`src/rtl/dmem_arb_pkg.sv`:
```
`default_nettype none
// ============================================================================
// Module      : dmem_arb_pkg
// Description : Shared state encoding, owner codes and width defaults for the
//               data-memory arbiter.
// Revision    : 1.0 - initial release
// ============================================================================
package dmem_arb_pkg;

    localparam int AW_DEF = 8;
    localparam int DW_DEF = 16;

    typedef enum logic [1:0] {
        IDLE   = 2'b00,
        ACCESS = 2'b01,
        WAIT   = 2'b10,
        DONE   = 2'b11
    } state_t;

    localparam logic OWN_CORE = 1'b0;
    localparam logic OWN_HOST = 1'b1;

endpackage : dmem_arb_pkg
`default_nettype wire

```
`src/rtl/dmem_arbiter_rr_pick2.sv`:
```
`default_nettype none
// ============================================================================
// Module      : rr_pick2
// Description : Two-way round-robin picker; on contention the port that did
//               not win last time is granted.
// Revision    : 1.0 - initial release
// ============================================================================
module rr_pick2 (
    input  logic [1:0] req,
    input  logic       last,
    output logic       grant_valid,
    output logic       grant_idx
);

    always_comb begin
        grant_valid = |req;
        // A lone requester wins outright; with both active, alternate.
        grant_idx   = (&req) ? ~last : req[1];
    end

endmodule : rr_pick2
`default_nettype wire

```
`src/rtl/dmem_arbiter.sv`:
```
`default_nettype none
// ============================================================================
// Module      : dmem_arbiter
// Description : Core/host arbiter and fixed-latency sequencer for the single
//               port data memory (request/done handshake).
// Revision    : 1.0 - initial release
// ============================================================================
module dmem_arbiter
    import dmem_arb_pkg::*;
#(
    parameter int AW = AW_DEF,
    parameter int DW = DW_DEF
) (
    input  logic          clk,
    input  logic          rst,
    input  logic          c_req,
    input  logic          c_we,
    input  logic [AW-1:0] c_addr,
    input  logic [DW-1:0] c_wdata,
    output logic [DW-1:0] c_rdata,
    output logic          c_done,
    input  logic          h_req,
    input  logic          h_we,
    input  logic [AW-1:0] h_addr,
    input  logic [DW-1:0] h_wdata,
    output logic [DW-1:0] h_rdata,
    output logic          h_done,
    output logic          D_rd,
    output logic          D_wr,
    output logic [AW-1:0] mem_addr,
    output logic [DW-1:0] mem_wdata,
    input  logic [DW-1:0] mem_rdata,
    output logic          busy,
    output logic          owner
);

    state_t        r_state;
    logic          r_we;
    logic [AW-1:0] r_addr;
    logic [DW-1:0] r_wdata;
    logic [DW-1:0] r_c_rdata;
    logic [DW-1:0] r_h_rdata;
    logic          r_owner;
    logic          r_last;

    logic          w_grant_valid;
    logic          w_grant_idx;

    rr_pick2 u_pick (
        .req         ({h_req, c_req}),
        .last        (r_last),
        .grant_valid (w_grant_valid),
        .grant_idx   (w_grant_idx)
    );

    always_ff @(posedge clk or posedge rst) begin
        if (rst) begin
            r_state   <= IDLE;
            r_we      <= 1'b0;
            r_addr    <= '0;
            r_wdata   <= '0;
            r_c_rdata <= '0;
            r_h_rdata <= '0;
            r_owner   <= OWN_CORE;
            r_last    <= OWN_HOST;
        end else begin
            case (r_state)
                IDLE: begin
                    if (w_grant_valid) begin
                        r_owner <= w_grant_idx;
                        r_last  <= w_grant_idx;
                        if (w_grant_idx == OWN_HOST) begin
                            r_we    <= h_we;
                            r_addr  <= h_addr;
                            r_wdata <= h_wdata;
                        end else begin
                            r_we    <= c_we;
                            r_addr  <= c_addr;
                            r_wdata <= c_wdata;
                        end
                        r_state <= ACCESS;
                    end
                end
                ACCESS: r_state <= r_we ? DONE : WAIT;
                WAIT: begin
                    // Memory data is valid one cycle after the read strobe.
                    if (r_owner == OWN_HOST) begin
                        r_h_rdata <= mem_rdata;
                    end else begin
                        r_c_rdata <= mem_rdata;
                    end
                    r_state <= DONE;
                end
                DONE:    r_state <= IDLE;
                default: r_state <= IDLE;
            endcase
        end
    end

    // Outputs come only from registered state, so reset clears them at once.
    assign D_rd      = (r_state == ACCESS) && !r_we;
    assign D_wr      = (r_state == ACCESS) &&  r_we;
    assign mem_addr  = r_addr;
    assign mem_wdata = r_wdata;
    assign c_done    = (r_state == DONE) && (r_owner == OWN_CORE);
    assign h_done    = (r_state == DONE) && (r_owner == OWN_HOST);
    assign c_rdata   = r_c_rdata;
    assign h_rdata   = r_h_rdata;
    assign busy      = (r_state != IDLE);
    assign owner     = r_owner;

endmodule : dmem_arbiter
`default_nettype wire
```
`config.mk`:
```
export PLATFORM = sky130hd
export DESIGN_NAME = dmem_arbiter
export DESIGN_NICKNAME = d
export VERILOG_FILES = /design/src/rtl/dmem_arb_pkg.sv /design/src/rtl/dmem_arbiter_rr_pick2.sv /design/src/rtl/dmem_arbiter.sv
export SDC_FILE = /design/constraint.sdc
export NUM_CORES = 1
export LEC_CHECK = 0
export BUFFER_PORTS_ARGS = -buffer_cell sky130_fd_sc_hd__buf_4
export CAP_MARGIN = 20
export CORE_UTILIZATION = 30
export DETAILED_ROUTE_END_ITERATION = 16
export GPL_TIMING_DRIVEN = 0
export HOLD_SLACK_MARGIN = 0.12
export SYNTH_ARGS = -nofsm -noshare
export SYNTH_HDL_FRONTEND = slang
export SYNTH_SLANG_ARGS = --single-unit
```
`constraint.sdc`:
```
create_clock -name clk -period 2 [get_ports clk]
set_clock_uncertainty 0.05 [all_clocks]
set_input_delay 0 -clock clk [delete_from_list [all_inputs] [get_ports clk]]
set_output_delay 0 -clock clk [all_outputs]
set_load 0.01 [all_outputs]
```
* Yosys cells after proc, flatten, opt, wreduce, memory -nomap -nowiden
Index checks and enable logic that the tools add are counted.
Widths: inputs -> output; s select.
** Storage, ports and cells
- Flip-flop bits (word level) :: 61
- Output and inout port bits :: 62
- Logic and storage cells :: 33
- Input bits :: 70
** Operators by class
- Reductions and logical operators :: 12
- Multiplexer cells :: 7
- Eq/ne operators :: 4
- Bitwise gates (word level) :: 2
** Operator list (number)
- $mux 16 :: 1
- $mux 8 :: 1
- $pmux 2 s4 :: 1
- $reduce_and 2->1 :: 4
- $eq 2x2->1 const B :: 2
- $logic_and 1x1->1 :: 4
- $mux 1 :: 3
- $eq 2x1->1 const B :: 1
- $logic_not 2->1 :: 1
- $mux 2 :: 1
- $ne 2x1->1 const B :: 1
- $not 1->1 :: 2
- $reduce_bool 2->1 :: 1
- $reduce_or 2->1 :: 1
- $logic_not 1->1 :: 1

* Logic depth before layout (Yosys ltp)
- Depth after elaboration :: 3
- Depth in mapped cells :: 7
- Gate-level depth less buffers :: 5

* Cells and area by module
A second synthesis with hierarchy kept.
** Unflattened totals
- Cell total of the unflattened synthesis :: 208
- Area, all modules :: 2726.4 um^2
** By module, submodules not included
- dmem_arbiter :: seq. area each 1527.7 um^2, instances 1, cells each 206, area each 2712.6 um^2
- rr_pick2 :: seq. area each 0.0 um^2, instances 1, cells each 2, area each 13.8 um^2

* Worst setup path before layout
Ideal clock, no wire load.
- Path type :: register -> register
- Start point :: register r_state[0]
- End point :: register r_state[0]
- Stages on the path, launching flop included :: 7
- Path slack :: 0.485 ns
- Data required time :: 1.821 ns
- Setup time :: 0.129 ns
- Path buffers :: 1
- Data arrival time :: 1.336 ns
- Clock period less this slack :: 1.515 ns
- Cell sequence :: dfrtp_1 inv_1 ha_1 buf_4 or3b_2 o21ai_0 o21ai_0
** Between the ends
- Word-level cells in the longest chain between the ends :: 2
- Elaborated cells between the ends (all ways) :: 6
- Classes of those cells :: eq/ne: 4; mux: 1; reduce/logical: 1
** RTL lines
- start: declaration :: line dmem_arbiter.sv:37 : state_t r_state;
- start signal: assignment :: line dmem_arbiter.sv:84 : ACCESS: r_state <= r_we ? DONE : WAIT;
- $eq 2x2->1, or another cell as far along :: line dmem_arbiter.sv:67 : case (r_state)
- $pmux 2 s4 or $ne 2x1->1 (tied branches)
Parallel ways exist; a longest one is shown, timed or not.
A chain may end at the register's enable or synchronous reset.

* Worst setup path after layout
- Start point :: register r_state[1]
- End point :: register r_addr[5] (netlist: mem_addr[5])
** Between the ends
- Word-level cells in the longest chain between the ends :: 2
** RTL lines
- $logic_not 2->1 :: line dmem_arbiter.sv:67
- $reduce_and 2->1 (no source line)
- end signal: assignment :: line dmem_arbiter.sv:74 : r_addr <= h_addr;
- end signal: assignment :: line dmem_arbiter.sv:78 : r_addr <= c_addr;
- end: declaration :: line dmem_arbiter.sv:39 : logic [AW-1:0] r_addr;
Every way passes these cells.

==> flow_results.org <==
** Run status
- Status :: finished, final reports clean

** Floorplanning
- The floorplan has 33 rows.
- Core Region :: 0.00834 mm^2
- Vertical die dimension :: 95.7 um
- IO Pins :: 132
- X dimension of the die :: 95.7 um
- The floorplan step defined a die boundary enclosing 0.00916 mm^2.
- Initial core utilization :: 31.6%

** Pwr
- Net load switching power :: 2.31 mW
- Design internal power :: 4.28 mW
- IR analysis of the VDD net gives a maximum drop of 0.000529 V.
- The clock network is responsible for 16.6% of the overall power.
- Combinational logic burns 49.2% of the power.
- For this design the ratio of total power to cell area is 1400 mW/mm^2.
- Net switching is 35.0% of the power.
- Registers are responsible for 34.1% of the overall power.
- Summed over all cells, the static leakage comes to 2.22 nW.

** GRT
- Global-route usage over all layers :: 18.2%
- The via count of the first global-routing pass was 2,638.
- Initial antenna violation count :: 0
- Residual overflow from global routing :: 0
- The first global-routing pass estimated 12,600 um of wire.
- Entering global routing, the biggest net connects 39 pins.

** Clock tree
- The clock passes through at most 2 buffers.
- At the later pin of the worst-skew pair, clock insertion delay measures 0.32 ns.
- CTS Sinks :: 61
- Level count of the clock H-tree :: 3
- After clock tree synthesis, the clock-pin slew on the worst setup and hold paths is 0.08 ns.
- Buffers inserted during clock tree synthesis total 9.
- The tree is rooted in a clkbuf_8.
- CTS tree :: yes

** Setup path
- Slowest library cell on the worst path :: dlygate4sd3_1
- STA classifies the critical path startpoint as a flip-flop.
- CP bufs+invs :: 3
- Most frequent cell on the critical path :: a21oi_1
- In this run the register-to-register setup slack is 0.12 ns.
- Worst Setup End Kind :: flip-flop
- The setup path with the least slack is of type flip-flop to flip-flop.
- On the critical path the largest part of the delay comes from buffers and inverters.
- WP data arrival :: 2.04 ns
- Critical path data required time :: 2.16 ns
- Walking the worst path, the cells encountered are inv_1 > ha_1 > buf_4 > o21ai_4 > a21oi_1 > a21oi_1 > dlygate4sd3_1.
- Crit path max fanout :: 8
- Max incr delay on CP :: 0.56 ns

** Drt
- Using the TritonRoute via totals, the vias-per-cell ratio works out to 4.55.
- For this block, the initial DRC count from the detailed router was 45.
- After detailed routing, the number of remaining DRC violations is 0.
- Number of detailed-route iterations in the first pass :: 4
- Number of routed nets with antenna violations :: 0
- Via count :: 2,540
- After detailed routing, the total wire length is 8210 um.
- Dividing the detail-routed wire length by the instance count gives 14.7 um.

** Yosys
- Cell area after synthesis :: 0.00264 mm^2
- Number of synthesized flops with an enable pin :: 0
- Sequential element share of the synthesized area :: 58.0%
- Instance count of the mapped netlist :: 234
- Async set or reset register ratio after synthesis :: 100%
- The synthesized netlist contains 23 unique library cells.
- Net count of the mapped netlist :: 308
- A synthesized cell averages 11.3 um^2.
- After synthesis the netlist holds a flip-flop and latch count of 61.
- Yosys warning count :: 0
- Among all flip-flop cells after synthesis, the most frequent one is dfrtp_1.

** Placed design
- In this run the tool buffered the top-level ports with 131 buffer cells.
- Routability cong. :: 0.687
- At the placement stage, the worst setup path has a slack of 0.258 ns.
- Dpl cells :: 471
- Detailed placement finished with a half-perimeter wire length of 5110 um.

** Final layout
- The area growth from synthesis to layout is 78.1%.
- Of the cells placed in the final design, the portion with a size suffix greater than 1 is 44.6%.
- Most used cells in the layout excluding fill and tap cells :: buf_4 (137), dlygate4sd3_1 (70), dfrtp_1 (60), a21oi_1 (51), mux2_2 (32)
- Number of diodes :: 0
- Final Net Count :: 522
- Most frequent standard cell in the layout excluding fill and tap cells :: buf_4
- Final design utilization :: 56.3%
- Final instance count without filler cells :: 558

** Timing
- Relative max-transition margin :: 63.2%
- Setup repair after global routing left no endpoint under its margin.
- The worst path in the final design needs a cycle of 1.88 ns, including I/O delays and setup.
- Final worst path period share :: 94.2%
- The count of final hold-check violations is 0.
- The final-report max-slew violation count is 0.
- Worst Max-Slew Pin Slew :: 0.551 ns
- Total negative slack :: 0 ns
- Hold timing on the final database bottoms out at a slack of 0.225 ns.
- Setup violations remaining at the end of the flow were counted as 0.
- Maximum clock frequency :: 531 MHz
- The worst path meets setup with 0.116 ns of slack.

** Run
- Max-cap violations in this run came to 0.

** Min path
- The worst hold path belongs to the class primary input to async pin.
layer usage:
metal  vias up  track usage [%]  part of all wire (%)
li1       1217                -                     -
met4         0             5.35                   1.0
met3         8             5.85                   9.1
met2       125             31.5                    49
met5         -                0                     0
met1      1190             21.5                    41
state kept, by name (all words and copies together) (netlist names):
register / count
c_rdata: 16
h_rdata: 16
mem_addr: 8
mem_wdata: 16
owner: 1
r_last: 1
r_state: 2
r_we: 1
synthesized netlist by cell type (2+ instances only):
cell type | n | area share, %
ha_1 | 4 | 1.9
nor2_1 | 25 | 3.6
o21ai_0 | 4 | 0.76
and2_1 | 2 | 0.47
a21oi_1 | 51 | 9.7
dfrtp_1 | 60 | 57
inv_1 | 4 | 0.57
nor2b_1 | 2 | 0.47
buf_4 | 5 | 1.4
buf_6 | 5 | 2.1
mux2_2 | 32 | 14
nand2_1 | 27 | 3.8
buf_2 | 3 | 0.57
timing repair:
action	in CTS	in global routing
buffers inserted	0	1
hold endpoints to repair	120	0
gates resized for setup	0	3
setup endpoints to repair	0	3
hold buffers	70	0
cell families (layout without fill, tap and decap cells):
family,Yosys count,after routing,synth area share (%)
fa+ha+maj,4,4,1.90
mux,32,32,13.7
buf+inv,17,236,4.70
flops,61,61,58.0
compound gates,61,61,12.6
simple gates,59,59,9.16
final timing paths:
path | from | endpoint | cells past startpoint
max | r_state[1] | mem_addr[5] | 7
min | rst | h_rdata[5] | 3
max reg2reg | r_state[1] | mem_addr[5] | 7
min reg2reg | c_rdata[13] | c_rdata[13] | 1
max in group asynchronous | rst | r_last | 4
min in group clk | mem_rdata[7] | h_rdata[7] | 3
per-stage QoR:
| step | area, um^2 | total power, mW |
|---|---|---|
| 2_1_floorplan | 2640 | 3.84 |
| 3_3_place_gp | 3750 | 5.22 |
| 3_5_place_dp | 3770 | 5.30 |
| 4_1_cts | 4670 | 6.60 |
| 5_1_grt | 4690 | 7.09 |
| 6_report | 4690 | 6.59 |
power by group through the flow:
stage	Sequential [mW]	Combinational [mW]	Clock, mW
after floorplan	2.51	1.33	0
after global placement	2.25	2.97	0
after global routing	2.33	3.56	1.20
final	2.25	3.25	1.10
after CTS	2.25	3.21	1.14
after detailed placement	2.27	3.03	0
tightest hold or removal path, delay by kind of cell:
family                 cells  cell delay (ns)
buffers and inverters      3             1.06
layout make-up:
cell class,instances,area (um^2)
Fill cell,706,3650
Sequential cell,61,1530
Multi-Input combinational cell,156,998
Clock buffer,10,138
Inverter,4,15.0
Timing Repair Buffer,203,1710
Clock inverter,6,62.6
Tap cell,105,131
Buffer,13,109
(Power assumes the default switching activity.)
